### config.mk
export PLATFORM = sky130hd
export DESIGN_NAME = nco_multi
export DESIGN_NICKNAME = d
export VERILOG_FILES = /design/src/rtl/nco_multi.sv
export SDC_FILE = /design/constraint.sdc
export NUM_CORES = 2
export LEC_CHECK = 0
export ABC_CLOCK_PERIOD_IN_PS = 5400
export BUFFER_PORTS_ARGS = -buffer_cell sky130_fd_sc_hd__buf_2
export CAP_MARGIN = 10
export CORE_AREA = 2 2 266 294
export CTS_BUF_LIST = sky130_fd_sc_hd__clkbuf_8
export DETAILED_ROUTE_END_ITERATION = 6
export DIE_AREA = 0 0 268 296
export PLACE_DENSITY_LB_ADDON = 0.05
export SYNTH_ARGS = -nofsm -noshare
export SYNTH_HDL_FRONTEND = slang
export SYNTH_SLANG_ARGS = --single-unit
export TNS_END_PERCENT = 10
### constraint.sdc
create_clock -name CLK -period 5.4 [get_ports CLK]
set_input_delay 1.08 -clock CLK [delete_from_list [all_inputs] [get_ports CLK]]
set_output_delay 1.08 -clock CLK [all_outputs]
set_load 0.02 [all_outputs]
### src/rtl/nco_multi.sv
// nco_multi: time-multiplexed multi-channel numerically controlled oscillator.
//
// A single phase-accumulator datapath and a single quarter-wave sine ROM are
// shared among CHANNELS oscillators. Each oscillator owns one slot per
// rotation. Signed sin/cos pairs come out of a 3-stage pipeline, tagged with
// the channel number.
//
// Ports:
//   CLK        clock
//   RSTb       synchronous, active-low reset
//   cfg_wr     one-cycle config write strobe, always accepted
//   cfg_ch     target channel of the write; values >= CHANNELS are ignored
//   cfg_inc    new phase increment
//   cfg_clr    with cfg_wr, also clear the channel's phase when applied
//   out_valid  sample-valid strobe
//   out_ch     channel tag of the current sample
//   sin, cos   signed output samples
//
// Optional build macro: NCO_MULTI_DITHER_EN. When it is defined, a 32-bit LFSR
// dithers the lookup phase before truncation. The dither assumes
// PHASE_INC_BITS-LUT_BITS <= 32.
module nco_multi #(
  parameter int PHASE_INC_BITS = 40,
  parameter int BITS           = 16,
  parameter int LUT_BITS       = 10,
  parameter int CHANNELS       = 4,
  localparam int CH_BITS       = (CHANNELS > 1) ? $clog2(CHANNELS) : 1
) (
  input  logic                      CLK,
  input  logic                      RSTb,
  input  logic                      cfg_wr,
  input  logic [CH_BITS-1:0]        cfg_ch,
  input  logic [PHASE_INC_BITS-1:0] cfg_inc,
  input  logic                      cfg_clr,
  output logic                      out_valid,
  output logic [CH_BITS-1:0]        out_ch,
  output logic signed [BITS-1:0]    sin,
  output logic signed [BITS-1:0]    cos
);

  localparam int ADDR_BITS = LUT_BITS - 2;
  localparam int ROM_DEPTH = 1 << ADDR_BITS;

  // Quarter-wave entry, sampled at the middle of each step so that no entry
  // is exactly zero.
  function automatic logic [BITS-2:0] rom_val(input int idx);
    real amp;
    real ang;
    int  v;
    amp = real'((32'sd1 <<< (BITS - 1)) - 32'sd1);
    ang = 3.14159265358979 / 2.0 * (real'(idx) + 0.5) / real'(ROM_DEPTH);
    v   = $rtoi(amp * $sin(ang) + 0.5);
    return v[BITS-2:0];
  endfunction

  logic [BITS-2:0] rom [ROM_DEPTH];

  for (genvar i = 0; i < ROM_DEPTH; i++) begin : g_rom
    assign rom[i] = rom_val(i);
  end

  // Per-channel state
  logic [PHASE_INC_BITS-1:0] phase  [CHANNELS];
  logic [PHASE_INC_BITS-1:0] inc    [CHANNELS];
  logic [PHASE_INC_BITS-1:0] sh_inc [CHANNELS];
  logic [CHANNELS-1:0]       sh_clr;
  logic [CHANNELS-1:0]       pend;
  logic [CH_BITS-1:0]        slot;

  // Pipeline registers
  logic                 s1_valid, s2_valid;
  logic [CH_BITS-1:0]   s1_ch, s2_ch;
  logic                 s1_sin_neg, s1_cos_neg, s2_sin_neg, s2_cos_neg;
  logic [ADDR_BITS-1:0] s1_sin_a, s1_cos_a;
  logic [BITS-2:0]      s2_sin_mag, s2_cos_mag;

  // Lookup phase of the channel that owns the current slot
  logic [LUT_BITS-1:0]  p_sin, p_cos;

`ifdef NCO_MULTI_DITHER_EN
  localparam int DW = PHASE_INC_BITS - LUT_BITS;
  logic [31:0]               lfsr;
  logic [PHASE_INC_BITS-1:0] dith_phase;

  // Fibonacci LFSR with taps 32,22,2,1, free-running
  always_ff @(posedge CLK) begin
    if (!RSTb) begin
      lfsr <= 32'hACE1ACE1;
    end else begin
      lfsr <= {lfsr[30:0], lfsr[31] ^ lfsr[21] ^ lfsr[1] ^ lfsr[0]};
    end
  end

  // Dither only affects the lookup; the accumulator itself is untouched
  always_comb begin
    dith_phase = phase[slot] + PHASE_INC_BITS'(lfsr[DW-1:0]);
    p_sin      = dith_phase[PHASE_INC_BITS-1 -: LUT_BITS];
  end
`else
  // Plain truncation of the pre-update phase
  always_comb begin
    p_sin = phase[slot][PHASE_INC_BITS-1 -: LUT_BITS];
  end
`endif

  // Cosine is sine advanced by a quarter turn
  always_comb begin
    p_cos = p_sin + {2'b01, {ADDR_BITS{1'b0}}};
  end

  // Slot rotation, accumulator update and config shadow handling
  always_ff @(posedge CLK) begin
    if (!RSTb) begin
      slot   <= '0;
      sh_clr <= '0;
      pend   <= '0;
      for (int k = 0; k < CHANNELS; k++) begin
        phase[k]  <= '0;
        inc[k]    <= '0;
        sh_inc[k] <= '0;
      end
    end else begin
      slot <= (slot == CH_BITS'(CHANNELS - 1)) ? '0 : slot + CH_BITS'(1);
      for (int k = 0; k < CHANNELS; k++) begin
        if (slot == CH_BITS'(k)) begin
          if (pend[k]) begin
            inc[k]   <= sh_inc[k];
            phase[k] <= sh_clr[k] ? '0 : phase[k] + inc[k];
          end else begin
            phase[k] <= phase[k] + inc[k];
          end
        end
        // A write in the channel's own slot survives that slot's consumption,
        // so it waits a full rotation. The clr bit is ORed only with a
        // pending write that has not been consumed.
        if (cfg_wr && (cfg_ch == CH_BITS'(k))) begin
          sh_inc[k] <= cfg_inc;
          pend[k]   <= 1'b1;
          sh_clr[k] <= cfg_clr | (pend[k] & sh_clr[k] & (slot != CH_BITS'(k)));
        end else if (slot == CH_BITS'(k)) begin
          pend[k] <= 1'b0;
        end
      end
    end
  end

  // Stage 1: quadrant decode and ROM address mirroring
  always_ff @(posedge CLK) begin
    if (!RSTb) begin
      s1_valid   <= 1'b0;
      s1_ch      <= '0;
      s1_sin_neg <= 1'b0;
      s1_cos_neg <= 1'b0;
      s1_sin_a   <= '0;
      s1_cos_a   <= '0;
    end else begin
      s1_valid   <= 1'b1;
      s1_ch      <= slot;
      s1_sin_neg <= p_sin[LUT_BITS-1];
      s1_cos_neg <= p_cos[LUT_BITS-1];
      s1_sin_a   <= p_sin[ADDR_BITS-1:0] ^ {ADDR_BITS{p_sin[LUT_BITS-2]}};
      s1_cos_a   <= p_cos[ADDR_BITS-1:0] ^ {ADDR_BITS{p_cos[LUT_BITS-2]}};
    end
  end

  // Stage 2: ROM read
  always_ff @(posedge CLK) begin
    if (!RSTb) begin
      s2_valid   <= 1'b0;
      s2_ch      <= '0;
      s2_sin_neg <= 1'b0;
      s2_cos_neg <= 1'b0;
      s2_sin_mag <= '0;
      s2_cos_mag <= '0;
    end else begin
      s2_valid   <= s1_valid;
      s2_ch      <= s1_ch;
      s2_sin_neg <= s1_sin_neg;
      s2_cos_neg <= s1_cos_neg;
      s2_sin_mag <= rom[s1_sin_a];
      s2_cos_mag <= rom[s1_cos_a];
    end
  end

  // Stage 3: sign application; outputs hold while no sample is valid
  always_ff @(posedge CLK) begin
    if (!RSTb) begin
      out_valid <= 1'b0;
      out_ch    <= '0;
      sin       <= '0;
      cos       <= '0;
    end else begin
      out_valid <= s2_valid;
      if (s2_valid) begin
        out_ch <= s2_ch;
        sin    <= s2_sin_neg ? -$signed({1'b0, s2_sin_mag}) : $signed({1'b0, s2_sin_mag});
        cos    <= s2_cos_neg ? -$signed({1'b0, s2_cos_mag}) : $signed({1'b0, s2_cos_mag});
      end else begin
        out_ch <= out_ch;
        sin    <= sin;
        cos    <= cos;
      end
    end
  end

endmodule
# --- Yosys cells after proc, flatten, opt, wreduce, memory -nomap -nowiden ---
# Memories as Yosys holds them, arrays and structs flattened. A register that Yosys moved wholly into a read port is not among the register bits.
# Cells that the tools add are included.
totals:
  ff_bits: 71
  romBits: 7680
  wordCells: 169
  latchBits: 0
  input_bits: 46
  n_memories: 5
  mem_bits_rw: 480
memory_table:
  columns: ["name", "depth", "word_bits", "rd", "rd_clocked_by_memory_dff", "write_ports", "line", "source"]
  rows:
  - ["(no name shown)", 256, 15, 1, 1, 0, "181", "s2_cos_mag <= rom[s1_cos_a];"]
  - ["(no name shown)", 256, 15, 1, 1, 0, "180", "s2_sin_mag <= rom[s1_sin_a];"]
  - ["inc", 4, 40, 4, 0, 4, "64", "logic [PHASE_INC_BITS-1:0] inc [CHANNELS];"]
  - ["phase", 4, 40, 5, 1, 4, "63", "logic [PHASE_INC_BITS-1:0] phase [CHANNELS];"]
  - ["sh_inc", 4, 40, 4, 0, 4, "65", "logic [PHASE_INC_BITS-1:0] sh_inc [CHANNELS];"]
op_classes:
  order_cmp: 0
  n_addsub: 8
  shift: 0
  n_bitwise: 33
  n_reduce_logical: 14
  mul: 0
  n_mux: 77
  eq_ne: 9
  div_mod_pow: 0
op_table:
  columns: ["cell", "count"]
  rows:
  - ["2-to-1 mux 40 bit", 20]
  - ["adder 40 bit", 4]
  - ["2-to-1 mux 1 bit", 54]
  - ["2-to-1 mux 16 bit", 2]
  - ["negator 15 -> 16 bit", 2]
  - ["bitwise OR 1 bit", 20]
  - ["NOT 8 -> 9 bit", 2]
  - ["bitwise XOR 8 bit", 2]
  - ["adder 10 x 9 -> 10 bit (second input constant)", 1]
  - ["nonzero test 2 bit", 5]
  - ["bitwise AND 1 bit", 8]
  - ["equality test 2 bit (second input constant)", 4]
  - ["equality test 2 x 1 -> 1 bit (second input constant)", 2]
  - ["logical AND 1 bit", 4]
  - ["zero test 2 bit", 2]
  - ["inequality test 2 bit (second input constant)", 2]
  - ["adder 2 x 1 -> 2 bit (second input constant)", 1]
  - ["zero test 1 bit", 2]
  - ["2-to-1 mux 2 bit", 1]
  - ["inequality test 2 x 1 -> 1 bit (second input constant)", 1]
  - ["OR reduction 2 bit", 1]
  - ["NOT 1 bit", 1]

# --- Logic depth before layout (Yosys ltp) ---
logic_depth:
  ltp_word: 6
  ltp_mapped: 13

# --- Least setup slack after synthesis ---
# No wires, ideal clock.
synth_timing:
  path_type: "reg2reg"
  start: "reg s1_sin_a[1]"
  end: "reg s2_sin_mag[1]"
  slack_ns: 2.139
  arrival_ns: 3.120
  path_buffers: 3
  required_ns: 5.259
  stages_incl_launch_ff: 12
  cell_sequence: "dfxtp_1 clkbuf_1 clkinv_1 ha_1 clkbuf_1 buf_1 o21ai_0 a21oi_1 nor4_1 or4b_2 o21ai_0 a311oi_1"
synth_between:
  elab_chain_cells: 1
synth_lines:
  columns: ["item", "line", "source"]
  rows:
  - ["from (decl)", "74", "logic [ADDR_BITS-1:0] s1_sin_a, s1_cos_a;"]
  - ["from (signal assigned)", "161", "s1_sin_a <= p_sin[ADDR_BITS-1:0] ^ {ADDR_BITS{p_sin[LUT_BITS-2]}};"]
  - ["NOT 8 -> 9 bit (implied by the code)", "180", null]
  - ["to (decl)", "75", "logic [BITS-2:0] s2_sin_mag, s2_cos_mag;"]
# No other way between the ends.
# A chain may end at the register's enable or synchronous reset.

# --- Final worst setup path ---
layout_timing:
  start: "reg s1_cos_a[1]"
  end: "reg s2_cos_mag[1]"
layout_between:
  elab_chain_cells: 1
layout_lines:
  columns: ["item", "line", "source"]
  rows:
  - ["from (decl)", "74", null]
  - ["from (signal assigned)", "162", "s1_cos_a <= p_cos[ADDR_BITS-1:0] ^ {ADDR_BITS{p_cos[LUT_BITS-2]}};"]
  - ["NOT 8 -> 9 bit (implied by the code)", "181", null]
  - ["to (decl)", "75", null]
# No other way between the ends.

==> results by group <==
Layout
  – Most frequent cells in the layout: edfxtp_1, nor2_1, a21oi_1
  – Final non-filler cell total: 5,167
  – Share of cells above drive strength 1: 9.181%
  – Nets: 4,279
  – Fill count: ~7,100
  – Area Overhead vs Synth: 8.170%
  – Finished Core Util: 53.49%
  – Most common cell after layout, fill and taps aside: edfxtp_1

Power and ir drop
  – Pwr Total: 17.45 mW
  – Pwr dens: 425.4 nW/um^2
  – Leakage: 16.43 nW
  – Peak VDD IR: approximately 0.21 mV

Global route
  – Largest net degree at the start of global routing: 97
  – Total GRT Usage: between 30% and 40%
  – GR Util met2: 46.87%
  – Initial antenna violation count: 18
  – Total gr overflow: 0
  – Vias in the first global route: 30,480
  – Met3 Use GR: 6.385%
  – First-pass GRT wire length: approximately 180,000 um
  – GR met1 Demand/Resource: 40.48%
  – GR peak layer: met2

CTS
  – Clk buf depth: 3
  – CTS tree: yes
  – Post-CTS Setup Repair Bufs: 0
  – H-tree level count: 3
  – CTS root buffer: clkbuf_8
  – Clock buffer count from CTS: 97
  – Post-CTS Hold Fix Bufs: 0
  – CTS Sinks: 581
  – Clk pin slew, worst setup/hold paths: 0.07 ns
  – Worst-Skew Late Latency: 0.72 ns
  – Post_cts resized: 0

Hold path
  – Min-delay src: s1_valid
  – Worst hold path type: reg2reg
  – WHS Path Cells: 1

Worst setup path
  – WS Path Type: reg2reg
  – Worst Path Arrival: between 4 and 5 ns
  – Crit path max fanout: 21
  – Reg2Reg Depth: 11
  – RR Startpoint: s1_cos_a[1]
  – Type of element launching the critical path: flip-flop
  – Required time of the critical path: 5.98 ns
  – Crit end category: flip-flop
  – Critical path startpoint: s1_cos_a[1]

Synth
  – Async S/R FF share, synth: 0%
  – Post-synthesis cell area: 37,930 um^2
  – Number of synthesized flops with an enable pin: 480
  – Synth Warn #: 0
  – Syn Nets: 4,343
  – Register bit total from synthesis: a little under 600
  – Post-synthesis sequential area ratio: 43.33%
  – Synthesized area per cell: ~9.3 um^2
  – Mapped Cells: 4,099
  – Post-synth cell types: 89
  – Top FF cell, synth: edfxtp_1

Floorplanning
  – Initial Utilization: 49.45%
  – Die H: about 300 um
  – Row count: 107
  – Chip Width: 268 um
  – Die ar.: between 70,000 and 80,000 um^2
  – Core Box Area: 76,710 um^2
  – I/O pin count: 81

Placement
  – Inst Count DP: 4,971
  – Port Buffer Count: 80
  – HPWL Detailed: 82,290 um
  – Final GP Congestion: 1.018

Flow run
  – Max Cap Viol: 0

Route
  – First drt pass iteration count: 6
  – Antenna violation net count after detailed routing: 0
  – Post-DR wirelength/cell: 23.71 um
  – Initial drt markers: between 3,000 and 4,000
  – Vias: 32,380
  – Drt drc: 0
  – Vias per cell: 6.267
  – Routed WL: 122,500 um

STA
  – Worst slew margin: between 20% and 30%
  – Fin. max-slew vios: 0
  – RSZ-0062 raised after global routing: false
  – Setup violators final: 0
  – Post-route setup TNS: 0 ns
  – Final Hold Vio Count: 0
  – Post-layout min period: just under 4 ns
  – Final Cycle Share: 73.52%
  – Clock Skew: 0.04970 ns
  – Slew @ Worst Pin: 1.100 ns
  – Achievable frequency: 251.9 MHz
  – Fin Hold WS: between 0.4 and 0.5 ns

Status
  – Status: completed
## critical path, cell delays in order, from the launching register on
cell	delay, ns
dfxtp_1	0.89
inv_1	0.40
ha_1	0.89
nor2_1	0.27
a21o_1	0.22
a21oi_1	0.36
o21ai_0	0.16
and2_1	0.19
a21oi_1	0.11
a21oi_1	0.05
nor3_1	0.21
nor3_1	0.07
## logic make-up (layout without fill, tap and decap cells)
| kind of cell | after synthesis | in the layout | synth area share (%) |
|---|---|---|---|
| AND/OR/NAND/NOR | 1514 | 1514 | 19.89 |
| AO/OA/AOI/OAI | 1225 | 1225 | 20.66 |
| flip-flops | 581 | 581 | 43.33 |
| buffers and inverters | 365 | 383 | 3.681 |
| adder cells (fa/ha/maj) | 198 | 198 | 6.610 |
| XOR/XNOR | 164 | 164 | 3.787 |
| multiplexers | 52 | 52 | 2.042 |
| other | 0 | 15 | 0 |
## layout make-up
| type | count | area [um^2] | share of cell area [%] |
|---|---|---|---|
| Antenna cell | 15 | 37.54 | 0.09148 |
| Clock buffer | 102 | 1404 | 3.421 |
| Sequential cell | 581 | 16460 | 40.12 |
| Inverter | 65 | 244.0 | 0.5946 |
| Tap cell | 1035 | 1295 | 3.156 |
| Multi-Input combinational cell | 3153 | 20150 | 49.11 |
| Timing Repair Buffer | 137 | 830.8 | 2.025 |
| Clock inverter | 79 | 608.1 | 1.482 |
## routing by layer
layer	wire (um)	share of wire, %
met1	50660	41
met2	54150	44
met3	11350	9.3
met4	6238	5.1
met5	99	0.081
## path summary, 6_finish.rpt
kind,slack (ns),to
worst max-delay path,1.43,s2_cos_mag[1]
worst min-delay path,0.43,s2_valid
worst max register to register,1.43,s2_cos_mag[1]
worst min register to register,0.43,s2_valid
## per-stage QoR
stage                     setup slack, ns  instance area, um^2
final                               1.430                41030
after global routing                1.255                41000
after CTS                           1.566                40990
after detailed placement            1.576                38980
after global placement              1.700                38980
after floorplan                     2.139                37930
## synth_stat cells (11+ instances only)
library cell	count	share of area, %
a221oi_1	15	0.35
a31oi_1	70	1.2
and3_1	109	1.8
a21o_1	99	2.0
a21oi_1	354	4.7
mux2i_1	29	0.77
clkbuf_1	247	2.4
mux4_2	20	1.2
nor3_1	90	1.2
o22ai_1	19	0.31
and2_1	287	4.7
xnor2_1	84	1.9
xor2_1	80	1.8
o21ai_0	269	3.5
nand3_1	81	1.1
nor2b_1	44	0.73
nand2_1	328	3.2
nand2b_1	55	0.91
nor2_1	391	3.9
edfxtp_1	480	38
o21bai_1	26	0.51
nand4_1	35	0.58
a211o_1	11	0.25
or2_2	23	0.38
inv_1	60	0.59
buf_1	37	0.37
o311ai_0	24	0.55
o21a_1	26	0.51
or3_1	20	0.33
ha_1	194	6.4
dfxtp_1	101	5.3
buf_2	15	0.20
nor3b_1	11	0.22
a211oi_1	98	1.9
o211ai_1	40	0.79
o31ai_1	26	0.51
o221ai_1	16	0.37
a311oi_1	29	0.67
## power by group
part	leakage (nW)	total [mW]	internal (mW)	switching (mW)
registers	5.78	5.91	5.38	0.528
logic	9.52	7.41	2.51	4.90
clock network	1.13	4.14	2.17	1.97
## sequential cells by signal, summed over array words and instances, names as in the netlist
signal,count
s2_cos_mag,15
s1_sin_a,8
out_ch,2
s1_cos_neg,1
s1_valid,1
phase,160
sh_inc,160
s1_ch,2
s2_cos_neg,1
out_valid,1
slot,2
cos,16
s2_sin_neg,1
inc,160
s2_valid,1
s2_ch,2
sin,16
pend,4
s2_sin_mag,15
s1_sin_neg,1
s1_cos_a,8
sh_clr,4
(Power assumes the default switching activity.)
